<file path="src/rtl/mem_port_arbiter.sv">
// Two-requester (load/store) arbiter for a single memory port, round-robin on ties.
// Optional build macro MEM_TIMEOUT_EN adds an access watchdog and the timeout_err output.
module mem_port_arbiter (
   input  logic        clock,
   input  logic        reset,
   input  logic        ld_req,
   input  logic [31:0] ld_addr,
   input  logic [5:0]  ld_rob,
   input  logic        st_req,
   input  logic [31:0] st_addr,
   input  logic [31:0] st_data,
   input  logic [5:0]  st_rob,
   output logic        ld_grant,
   output logic        st_grant,
   output logic        ld_done,
   output logic [31:0] ld_rdata,
   output logic [5:0]  ld_rob_out,
   output logic        st_done,
   output logic [5:0]  st_rob_out,
   output logic [31:0] mem_addr,
   output logic        mem_re,
   output logic        mem_we,
   output logic [31:0] mem_wdata,
   input  logic [31:0] mem_rdata,
   input  logic        mem_ready,
   output logic        busy
`ifdef MEM_TIMEOUT_EN
   ,
   output logic        timeout_err
`endif
);

   typedef enum logic [1:0] {IDLE, LOAD, STORE} state_t;

   state_t      state_reg, state_next;
   logic        last_served_reg, last_served_next;   // 1 = store was served last
   logic        load_go, store_go, ld_fin, st_fin, tmo;
   logic        pick_ld, pick_st;

   logic [31:0] addr_reg, data_reg;
   logic [5:0]  rob_reg;
   logic        ld_grant_reg, st_grant_reg, ld_done_reg, st_done_reg, timeout_reg;
   logic [31:0] ld_rdata_reg;
   logic [5:0]  ld_rob_out_reg, st_rob_out_reg;

   // On a tie, serve whichever side was not served most recently.
   assign pick_ld = ld_req && (!st_req || last_served_reg);
   assign pick_st = st_req && !pick_ld;

`ifdef MEM_TIMEOUT_EN
   logic [7:0] wait_cnt_reg;

   always_ff @(posedge clock or posedge reset) begin
      if (reset)
         wait_cnt_reg <= 8'd0;
      else if (state_reg == IDLE)
         wait_cnt_reg <= 8'd0;
      else if (!mem_ready)
         wait_cnt_reg <= wait_cnt_reg + 8'd1;
   end

   assign tmo = (state_reg != IDLE) && !mem_ready && (wait_cnt_reg == 8'd254);
   assign timeout_err = timeout_reg;
`else
   assign tmo = 1'b0;
`endif

   always_ff @(posedge clock or posedge reset) begin
      if (reset) begin
         state_reg       <= IDLE;
         last_served_reg <= 1'b1;
      end else begin
         state_reg       <= state_next;
         last_served_reg <= last_served_next;
      end
   end

   always_comb begin
      state_next       = state_reg;
      last_served_next = last_served_reg;
      load_go          = 1'b0;
      store_go         = 1'b0;
      ld_fin           = 1'b0;
      st_fin           = 1'b0;
      case (state_reg)
         IDLE: begin
            if (pick_ld) begin
               load_go          = 1'b1;
               last_served_next = 1'b0;
               state_next       = LOAD;
            end else if (pick_st) begin
               store_go         = 1'b1;
               last_served_next = 1'b1;
               state_next       = STORE;
            end
         end
         LOAD: begin
            if (mem_ready) begin
               ld_fin     = 1'b1;
               state_next = IDLE;
            end else if (tmo) begin
               state_next = IDLE;
            end
         end
         STORE: begin
            if (mem_ready) begin
               st_fin     = 1'b1;
               state_next = IDLE;
            end else if (tmo) begin
               state_next = IDLE;
            end
         end
         default: state_next = IDLE;
      endcase
   end

   // Operands are captured at grant so later request changes cannot disturb the access.
   always_ff @(posedge clock or posedge reset) begin
      if (reset) begin
         addr_reg <= 32'd0;
         data_reg <= 32'd0;
         rob_reg  <= 6'd0;
      end else if (load_go) begin
         addr_reg <= ld_addr;
         rob_reg  <= ld_rob;
      end else if (store_go) begin
         addr_reg <= st_addr;
         data_reg <= st_data;
         rob_reg  <= st_rob;
      end
   end

   always_ff @(posedge clock or posedge reset) begin
      if (reset) begin
         ld_grant_reg   <= 1'b0;
         st_grant_reg   <= 1'b0;
         ld_done_reg    <= 1'b0;
         st_done_reg    <= 1'b0;
         timeout_reg    <= 1'b0;
         ld_rdata_reg   <= 32'd0;
         ld_rob_out_reg <= 6'd0;
         st_rob_out_reg <= 6'd0;
      end else begin
         ld_grant_reg <= load_go;
         st_grant_reg <= store_go;
         ld_done_reg  <= ld_fin;
         st_done_reg  <= st_fin;
         timeout_reg  <= tmo;
         if (ld_fin) begin
            ld_rdata_reg   <= mem_rdata;
            ld_rob_out_reg <= rob_reg;
         end
         if (st_fin)
            st_rob_out_reg <= rob_reg;
      end
   end

   assign ld_grant   = ld_grant_reg;
   assign st_grant   = st_grant_reg;
   assign ld_done    = ld_done_reg;
   assign st_done    = st_done_reg;
   assign ld_rdata   = ld_rdata_reg;
   assign ld_rob_out = ld_rob_out_reg;
   assign st_rob_out = st_rob_out_reg;

   assign mem_addr  = addr_reg;
   assign mem_wdata = data_reg;
   assign mem_re    = (state_reg == LOAD);
   assign mem_we    = (state_reg == STORE);
   assign busy      = (state_reg != IDLE);

endmodule
</file>
<file path="config.mk">
export PLATFORM = sky130hd
export DESIGN_NAME = mem_port_arbiter
export DESIGN_NICKNAME = d
export VERILOG_FILES = /design/src/rtl/mem_port_arbiter.sv
export SDC_FILE = /design/constraint.sdc
export NUM_CORES = 1
export LEC_CHECK = 0
export ABC_AREA = 1
export BUFFER_PORTS_ARGS = -buffer_cell sky130_fd_sc_hd__buf_2
export CORE_MARGIN = 5
export CORE_UTILIZATION = 50
export CTS_CLUSTER_DIAMETER = 60
export DETAILED_ROUTE_END_ITERATION = 16
export PLACE_DENSITY_LB_ADDON = 0.25
export SLEW_MARGIN = 20
export SYNTH_ARGS = -nofsm -noshare
export SYNTH_HDL_FRONTEND = slang
export SYNTH_SLANG_ARGS = --single-unit
</file>
<file path="constraint.sdc">
create_clock -name clock -period 7.02 [get_ports clock]
set_input_delay 1.053 -clock clock [delete_from_list [all_inputs] [get_ports clock]]
set_output_delay 1.053 -clock clock [all_outputs]
set_load 0.01 [all_outputs]
</file>
# ---- After elaboration in Yosys (flattened, before gate mapping)
# Cells that the tools add are included.
dict set report totals {
  register_bits 121
  input_bits 145
  out_inout_bits 115
  elab_cells 48
}
dict set report op_classes {
  eq_ne 4
  n_mux 18
  bitwise_logic 1
  n_reduce_logical 13
}
# cell n
set ops {}
lappend ops {{$mux W32} 2}
lappend ops {{$mux W6} 2}
lappend ops {{$mux W1} 10}
lappend ops {{$mux W2} 3}
lappend ops {{$reduce_and A2 Y1} 3}
lappend ops {{$reduce_bool A2 Y1} 3}
lappend ops {{$pmux W2 S2} 1}
lappend ops {{$ne A3 B3 Y1 const B} 1}
lappend ops {{$eq A2 B1 Y1 const B} 1}
lappend ops {{$eq A2 B2 Y1 const B} 1}
lappend ops {{$logic_and A1 B1 Y1} 2}
lappend ops {{$logic_not A1 Y1} 2}
lappend ops {{$logic_not A2 Y1} 1}
lappend ops {{$ne A2 B1 Y1 const B} 1}
lappend ops {{$reduce_or A2 Y1} 1}
lappend ops {{$logic_or A1 B1 Y1} 1}
lappend ops {{$not A1 Y1} 1}

# ---- Depth between registers and ports, before layout
# Gate-level depths: netlist of the first run.
dict set report depth {
  ltp_word 10
  depth_mapped 10
  mapped_depth_nobuf 8
}

# ---- Least setup slack after synthesis of the first run
# Ideal clock, no wire load.
dict set report synth_timing {
  path_type {input -> register}
  start {input port ld_req}
  end {register addr_reg[0], in the netlist mem_addr[0]}
  setup_ps 116
  arrival_ps 1724
  required_time_ps 6904
  setup_slack_ps 5180
  path_stages 8
  path_buffers 2
  cell_sequence {nor2_2 > nor2_4 > buf_4 > buf_6 > nand2_1 > clkinv_1 > nand2_1 > nand2_1}
}
dict set report synth_via {
  elab_chain_cells 7
  elab_cells_between_ends 10
  cone_classes {mux (6); reduce/logical (4)}
}
# element line
set synth_rtl {}
lappend synth_rtl {{start: declaration} 6} ;# input logic ld_req,
lappend synth_rtl {{$logic_and A1 B1 Y1 (*)} 47} ;# assign pick_ld = ld_req && (!st_req || last_served_reg);
lappend synth_rtl {{$logic_not A1 Y1} 48} ;# assign pick_st = st_req && !pick_ld;
lappend synth_rtl {{$logic_and A1 B1 Y1} 48}
lappend synth_rtl {{$mux W1} 91} ;# end else if (pick_st) begin
lappend synth_rtl {{$mux W1} 87} ;# if (pick_ld) begin
lappend synth_rtl {{$mux W1} 85} ;# case (state_reg)
lappend synth_rtl {{$reduce_bool A2 Y1 (no line)} -}
lappend synth_rtl {{end signal: assignment} 124} ;# addr_reg <= ld_addr;
lappend synth_rtl {{end signal: assignment} 127} ;# addr_reg <= st_addr;
lappend synth_rtl {{end: declaration} 40} ;# logic [31:0] addr_reg, data_reg;
# Mark *: on every way between the ends. The rest lies on a longest branch, timed or not.
# A chain may end at the register's enable or synchronous reset.

# ---- Worst setup path after layout of the first run
dict set report layout_timing {
  start {input port st_req}
  end {register data_reg[25], in the netlist mem_wdata[25]}
}
dict set report layout_via {
  elab_chain_cells 9
  elab_cells_between_ends 12
  cone_classes {mux (5); bitwise (1); reduce/logical (6)}
}
# element line
set layout_rtl {}
lappend layout_rtl {{start: declaration} 9} ;# input logic st_req,
lappend layout_rtl {{$logic_not A1 Y1} 47}
lappend layout_rtl {{$logic_or A1 B1 Y1} 47}
lappend layout_rtl {{$logic_and A1 B1 Y1} 47}
lappend layout_rtl {{$logic_not A1 Y1} 48}
lappend layout_rtl {{$logic_and A1 B1 Y1} 48}
lappend layout_rtl {{$mux W1} 91}
lappend layout_rtl {{$mux W1} 87}
lappend layout_rtl {{$mux W1} 85}
lappend layout_rtl {{$reduce_and A2 Y1 (no line) (*)} -}
lappend layout_rtl {{end signal: assignment} 128} ;# data_reg <= st_data;
lappend layout_rtl {{end: declaration} 40}
# Marks and branches as above.

==> results.toml, run 1 <==
[critical_path]
critPathKind = "input pin to register"
required_ns = 7.41
critical_path.slowest_cell = "nand2_2"
crit_chain = "buf_2 -> nand2_1 -> nand2_1 -> nand2_2 -> inv_2 -> nand2_1 -> nand2_1"
critPathTopFamily = "simple AND/OR/NAND/NOR gates"
crit_path_frequent_cell = "nand2_1"
critPathBufInv = 2
slowest_delay_ns = 0.71
cp_max_fo = 52
cp-end-kind = "register"
cp_data_arrival_time_ns = 3.30
start_kind = "input pin"

[logic_synthesis]
yosys.area_share.simple = 0.3162
synth_seq_cells = 121
syn-cell-area_um2 = 5385
synth_fa_ha_area_frac = 0.006970
yosysMostFrequentCell = "nand2_1"
synth-edff-count = 0
synth_compound_area_frac = 0.01487
synth_top_cell_area_share = 0.5576
synth_top_cell_by_area = "dfrtp_1"
ys_warn_count = 0
yosysUniqueCellTypes = 17
netlist_instances = 713
ys_seq_area_frac = 0.5625
ys_top_cells_by_area = "dfrtp_1 56%, nand2_1 29%, inv_1 6.0%"
synth_common_cells = "420 x nand2_1, 120 x dfrtp_1, 86 x inv_1, 21 x nand3_1, 15 x o21ai_0"
syn-num-nets = 861
synth_mux_area_frac = 0
synth_top_family_by_area = "simple AND/OR/NAND/NOR gates"
async_flop_share = 1.000
synth_ff_type = "dfrtp_1"
synth_xor_area_frac = 0
syn_avg_cell_area_um2 = 7.553

[cells_and_area]
drive_gt1_frac = 0.3087
insertedDiodeCount = 0
synthToLayoutAreaGrowth_pct = 36.57
fill_cells = 881
final_nets = 1110

[run_status]
status = "completed"

[global_routing]
grt_antenna_before_repair = 0
grt_max_degree = 75
grt_first_pass_wirelength_um = 24380
grt-ovfl-total = 0
grt_use_total = 0.2377
grt_pass1_vias = 5034

[sta]
whs_ns = 0.4686
fin_crit_sh = 0.4141
fmax_mhz = 344.0
post-route-min-period_ns = 2.907
tightestPinTransition_ns = 0.9408
finalSetupViolCount = 0
hold_viol_final = 0
setup_tns_ns = 0
finClkSkew_ns = 0.006922
rsz0062_at_grt = "no"
slew_headroom = 0.3706
drv_slew = 0

[route]
drt_iter0_drc = 285
vias_per_cell = 4.609
wl_per_cell_um = 13.50
routed_wl_um = 15000
ant_nets = 0
drc_errors = 0
dr.pass1.iters = 5
vias = 5121

[min_path]
hp-class = "register to register"

[floorplanning]
coreArea_um2 = 10420
start_util = 0.5170
fp.dieH_um = 113.8
die_w_um = 113.8
pin_count = 260
placementRows = 37
die_area_um2 = 12950

[clock_tree]
cts_setup_buffers = 0
clock-sinks = 121
numCtsBuffers = 17
cts-resized-gates = 0
path_clk_slew_ns = 0.06
cts_tree = "yes"
clk_latency_ns = 0.51
cts_max_level = 4
clk_path_buf_depth = 2
cts_hold_buf = 0
cts-root-buf = "clkbuf_8"

[placed_design]
gp_congestion = 0.8227
portBuffers = 259
hpwlAfterDp_um = 10900

[power_and_ir_drop]
irDropWorstVdd_uv = 184.2
power_density_nw_per_um2 = 467.8
leakagePower_nw = 4.714

[run]
maxCapViolations = 0
## cell type report
type	instances	area, µm²	share of cell area
clock inverters	14	219.0	0.02977
repair buffers	262	1319	0.1793
clock buffers	18	427.9	0.05818
multi-input cells	463	1823	0.2479
inverters	97	366.6	0.04985
flip-flops and latches	121	3029	0.4119
well taps	136	170.2	0.02314
## stage by stage
stage	util	cell area (µm²)	power (mW)	std cells	setup WS [ns]
after detailed placement	0.6440	6708	2.519	1079	3.585
after global placement	0.6440	6708	2.479	1079	3.626
after global routing	0.7061	7355	3.727	1111	3.836
after floorplan	-	5385	1.999	713	2.754
final	0.7061	7355	3.441	1111	4.113
after CTS	0.7061	7355	3.481	1111	4.103
## tightest hold or removal path: cells and delay by family, from the launching register on
family	cells	cell delay, ns
and+or+nand+nor	2	0.10
DFF	1	0.33
## per-layer routing
metal	vias to the layer above	part of all wire	track usage	wire length, µm
met1	2311	0.39	0.2996	5919
li1	2576	-	-	-
met5	-	0	0	0
met4	0	0.032	0.1085	477
met3	32	0.078	0.06737	1171
met2	202	0.50	0.3820	7427
## cell families after synthesis
group | count (synthesis)
adder cells (fa/ha/maj) | 3
flip-flops | 121
buffers and inverters | 129
AO/OA/AOI/OAI | 16
AND/OR/NAND/NOR | 444
## path summary, 6_finish.rpt
| path | startpoint | end | slack (ns) | cells after the start |
|---|---|---|---|---|
| setup / recovery | st_req | mem_wdata[25]$_DFFE_PP0P_ | 4.11 | 7 |
| hold / removal | mem_wdata[6]$_DFFE_PP0P_ | mem_wdata[6]$_DFFE_PP0P_ | 0.47 | 2 |
| setup reg to reg | last_served_reg$_DFFE_PP1P_ | mem_wdata[25]$_DFFE_PP0P_ | 4.22 | 7 |
| hold reg to reg | mem_wdata[6]$_DFFE_PP0P_ | mem_wdata[6]$_DFFE_PP0P_ | 0.47 | 2 |
| max in group asynchronous | reset | mem_wdata[20]$_DFFE_PP0P_ | 5.08 | 3 |
| min in group asynchronous | reset | ld_done$_DFF_PP0_ | 0.61 | 2 |
## layout by cell type, fill, tap and decap left out, types with 3 or more instances in the layout
master,instances
buf_2,259
buf_4,3
bufinv_16,5
clkbuf_16,16
clkinv_1,9
clkinv_2,3
dfrtp_1,120
ha_1,3
inv_1,85
nand2_1,419
nand3_1,21
o21ai_0,15
## power breakdown
group | internal, mW | switching [mW]
Sequential | 1.03 | 0.171
Combinational | 0.478 | 0.819
Clock | 0.625 | 0.315
Total | 2.14 | 1.30
No activity file was read; power rests on OpenSTA's default activity.
==> run 2: changes to the inputs <==
- CORE_UTILIZATION: 50 -> 46
- clock period: 7.02 -> 2.69 ns (I/O delays scaled with it)
==> results.toml, run 2 (synthesis results as in run 1) <==
[run_status]
status = "completed"

[cells_and_area]
final_cells = 1125
fill_cells = 1046
utilization = 0.6427
drive_gt1_frac = 0.3109
final_nets = 1116
synthToLayoutAreaGrowth_pct = 36.85
final_cell_mix = "419 x nand2_1, 259 x buf_2, 120 x dfrtp_1, 85 x inv_1, 21 x nand3_1"
layout_commonest_cell = "nand2_1"

[floorplanning]
placementRows = 39
pin_count = 260
die_area_um2 = 13970
coreArea_um2 = 11470
die_w_um = 118.2
start_util = 0.4696
fp.dieH_um = 118.2

[global_routing]
grt_first_pass_wirelength_um = 23870
grt_pass1_vias = 4849
grt_max_degree = 58
grt-ovfl-total = 0
grt_use_total = 0.2095
grt_antenna_before_repair = 1

[clock_tree]
cts_tree = "yes"
numCtsBuffers = 17
path_clk_slew_ns = 0.06
cts-resized-gates = 0
clk_path_buf_depth = 2
cts_max_level = 4
clock-sinks = 121
clk_latency_ns = 0.41
cts-root-buf = "clkbuf_16"

[route]
dr.pass1.iters = 4
vias = 5020
vias_per_cell = 4.462
routed_wl_um = 14870
drt_iter0_drc = 343
drc_errors = 0
wl_per_cell_um = 13.22
ant_nets = 0

[sta]
tightestPinTransition_ns = 0.6556
setup_tns_ns = 0
setup_slack_ns = 0.7037
hold_viol_final = 0
fin_crit_sh = 0.7384
fmax_mhz = 503.4
finClkSkew_ns = 0.01143
finalSetupViolCount = 0
slew_headroom = 0.5623
rsz0062_at_grt = "no"
drv_slew = 0
post-route-min-period_ns = 1.986

[placed_design]
portBuffers = 259
numPlacedInstances = 1091
gp_congestion = 0.8102
hpwlAfterDp_um = 10770
dp_slack_ns = 0.6976

[power_and_ir_drop]
combPwrFrac = 0.388
swShare = 0.3893
p_int_mw = 5.341
irDropWorstVdd_uv = 684.4
leakagePower_nw = 4.700
seqPwrFrac = 0.359
finalPower_mw = 8.744
power_density_nw_per_um2 = 1187
pwr-share-clk = 0.253
power_switching_mw = 3.404

[critical_path]
start_kind = "register"
cp_max_fo = 34
required_ns = 2.97
r2r_cells = 7
critPathKind = "register to register"
cp_data_arrival_time_ns = 2.27
cp-end-kind = "register"

[run]
maxCapViolations = 0

[min_path]
hp-class = "input pin to register"
worstHoldPathCells = 3
run 2: stage by stage:
step | area, µm² | hold slack (ns)
global route | 7370 | 0.1784
global placement | 6780 | 0.4143
finish | 7370 | 0.1842
detailed placement | 6780 | 0.4151
CTS | 7367 | 0.1686
floorplan | 5389 | 0.4488
run 2: layout make-up:
cell class | instances | area (µm²) | share of cell area
Multi-Input combinational cell | 463 | 1823 | 0.2474
Clock inverter | 14 | 147.6 | 0.02003
Inverter | 97 | 367.9 | 0.04992
Tap cell | 143 | 178.9 | 0.02428
Clock buffer | 18 | 429.2 | 0.05823
Sequential cell | 121 | 3029 | 0.4110
Antenna cell | 1 | 2.502 | 0.0003396
Timing Repair Buffer | 268 | 1391 | 0.1888
run 2: what timing repair did:
item / in CTS / in global routing
buffers inserted: 0 / 0
endpoints found under the hold margin: 15 / 0
hold buffers: 1 / 0
run 2: worst paths after layout:
| path | startpoint | end | slack [ns] |
|---|---|---|---|
| hold / removal | st_data[12] | mem_wdata[12]$_DFFE_PP0P_ | 0.18 |
| max in group asynchronous | reset | mem_addr[29]$_DFFE_PP0P_ | 1.20 |
| hold reg to reg | mem_wdata[22]$_DFFE_PP0P_ | mem_wdata[22]$_DFFE_PP0P_ | 0.47 |
| setup / recovery | last_served_reg$_DFFE_PP1P_ | mem_wdata[20]$_DFFE_PP0P_ | 0.70 |
| setup reg to reg | last_served_reg$_DFFE_PP1P_ | mem_wdata[20]$_DFFE_PP0P_ | 0.70 |
| min in group asynchronous | reset | mem_wdata[19]$_DFFE_PP0P_ | 0.57 |
run 2: worst max-delay path, cell delays in order, from the launching register on:
cell,delay (ns)
dfstp_2,0.51
inv_1,0.04
nand2_1,0.25
nand2_1,0.11
nand2_2,0.35
inv_2,0.36
nand2_1,0.15
nand2_1,0.07
run 2: power by group through the flow:
stage | Combinational [mW] | Clock [mW] | Sequential (mW)
3_5_place_dp | 3.46 | 0 | 3.14
5_1_grt | 3.84 | 2.34 | 3.25
4_1_cts | 3.46 | 2.25 | 3.14
6_report | 3.39 | 2.21 | 3.14
2_1_floorplan | 1.70 | 0 | 3.52
3_3_place_gp | 3.38 | 0 | 3.13
run 2: layer usage:
metal,part of all wire,up-vias,global-route usage
li1,-,2584,-
met1,0.42,2218,0.2760
met2,0.48,194,0.3347
met3,0.076,24,0.05587
met4,0.022,0,0.07527
met5,0,-,0
==> run 3: changes to the inputs <==
- CORE_UTILIZATION: 46 -> 42
- clock period: 2.69 -> 1.65 ns (I/O delays scaled with it)
==> results.toml, run 3 (synthesis results as in run 1) <==
[run_status]
status = "completed"

[sta]
finalSetupViolCount = 0
drv_slew = 0
hold_viol_final = 0
finClkSkew_ns = 0.006109
slew_headroom = 0.7458
tightestPinTransition_ns = 0.3814
post-route-min-period_ns = 1.562
fin_crit_sh = 0.9465
rsz0062_at_grt = "no"
fmax_mhz = 640.3
whs_ns = 0.03623

[clock_tree]
numCtsBuffers = 17
path_clk_slew_ns = 0.06
cts-root-buf = "clkbuf_16"
clk_latency_ns = 0.40
clk_path_buf_depth = 2
cts_setup_buffers = 0
cts_tree = "yes"
cts_max_level = 4
clock-sinks = 121

[cells_and_area]
layout_commonest_cell = "nand2_1"
insertedDiodeCount = 0
drive_gt1_frac = 0.3164
final_nets = 1121
final_cell_mix = "419 x nand2_1, 259 x buf_2, 120 x dfrtp_1, 85 x inv_1, 21 x nand3_1"
synthToLayoutAreaGrowth_pct = 41.29
utilization = 0.6029

[route]
wl_per_cell_um = 12.71
ant_nets = 0
routed_wl_um = 14720
vias_per_cell = 4.350
drc_errors = 0
vias = 5037
drt_iter0_drc = 325
dr.pass1.iters = 4

[critical_path]
cp_data_arrival_time_ns = 1.31
required_ns = 1.40
cp_max_fo = 4
start_kind = "register"
cp-end-kind = "output pin"
critPathKind = "register to output pin"

[floorplanning]
fp.dieH_um = 123.2
coreArea_um2 = 12620
die_w_um = 123.2
start_util = 0.4267
die_area_um2 = 15190
placementRows = 41
pin_count = 260

[global_routing]
grt_first_pass_wirelength_um = 22870
grt-ovfl-total = 0
grt_pass1_vias = 4740
grt_use_total = 0.1923
grt_antenna_before_repair = 0
grt_max_degree = 72

[power_and_ir_drop]
leakagePower_nw = 4.801
power_density_nw_per_um2 = 1987
finalPower_mw = 15.12
irDropWorstVdd_uv = 873.6

[placed_design]
portBuffers = 259
gp_congestion = 0.8059
hpwlAfterDp_um = 10600

[min_path]
hp-class = "input pin to register"

[run]
maxCapViolations = 0
==> run 3: cell types whose count changed in the layout (fill, tap and decap cells not counted), sizes merged <==
| cell | before | now |
|---|---|---|
| clkinvlp | 6 | 3 |
| buf | 267 | 272 |
| diode | 1 | 0 |
| clkinv | 13 | 11 |
| bufinv | 2 | 6 |
| clkbuf | 18 | 19 |
==> run 3: through the flow <==
| step | setup TNS [ns] | instance area, µm² | worst slack, ns | instances |
|---|---|---|---|---|
| 4_1_cts | 0 | 7599 | 0.03140 | 1158 |
| 6_report | 0 | 7609 | 0.08829 | 1158 |
| 3_3_place_gp | 0 | 6892 | 0.1159 | 1125 |
| 5_1_grt | 0 | 7609 | 0.009176 | 1158 |
| 2_1_floorplan | -9.602 | 5389 | -0.08002 | 713 |
| 3_5_place_dp | 0 | 6892 | 0.009262 | 1125 |
==> run 3: cell type report <==
type	count	area, µm²
fill	1181	5011
sequential	121	3029
multi-input combinational	463	1836
timing repair buffer	273	1466
clock buffer	19	452.9
inverter	97	370.4
clock inverter	13	239.0
tap	172	215.2
==> run 3: power breakdown <==
part | leakage, nW | internal, mW | switching, mW
clock network | 0.331 | 2.93 | 1.37
registers | 1.50 | 4.40 | 0.711
logic | 2.97 | 2.20 | 3.50
==> run 3: worst max-delay path: stages, from the launching register on <==
cell and delay [ns]:
dfrtp_1 0.37, inv_1 0.14, ha_4 0.17, inv_1 0.07
buf_2 0.16
==> run 3: metal layers <==
layer	vias up	share of wire	track usage
met5	-	0	0
met4	0	0.018	0.06505
met3	19	0.091	0.06313
met2	193	0.47	0.3045
met1	2229	0.42	0.2493
li1	2596	-	-
==> run 3: worst paths after layout <==
check | startpoint | end | slack (ns) | cells past startpoint
hold reg to reg | ld_rdata[12]$_DFFE_PP0P_ | ld_rdata[12]$_DFFE_PP0P_ | 0.47 | 2
setup reg to reg | state_reg[1]$_DFFE_PP0P_ | mem_addr[20]$_DFFE_PP0P_ | 0.14 | 9
max in group asynchronous | reset | mem_wdata[3]$_DFFE_PP0P_ | 0.82 | 4
setup / recovery | state_reg[1]$_DFFE_PP0P_ | busy | 0.09 | 4
min in group asynchronous | reset | ld_rob_out[5]$_DFFE_PP0P_ | 0.50 | 4
hold / removal | st_data[6] | mem_wdata[6]$_DFFE_PP0P_ | 0.04 | 3
==> run 3: repair_timing <==
item	in CTS	in global routing
setup endpoints to repair	3	3
gates resized for setup	2	1
hold endpoints to repair	90	0
pin swaps	0	1
hold buffers	1	0
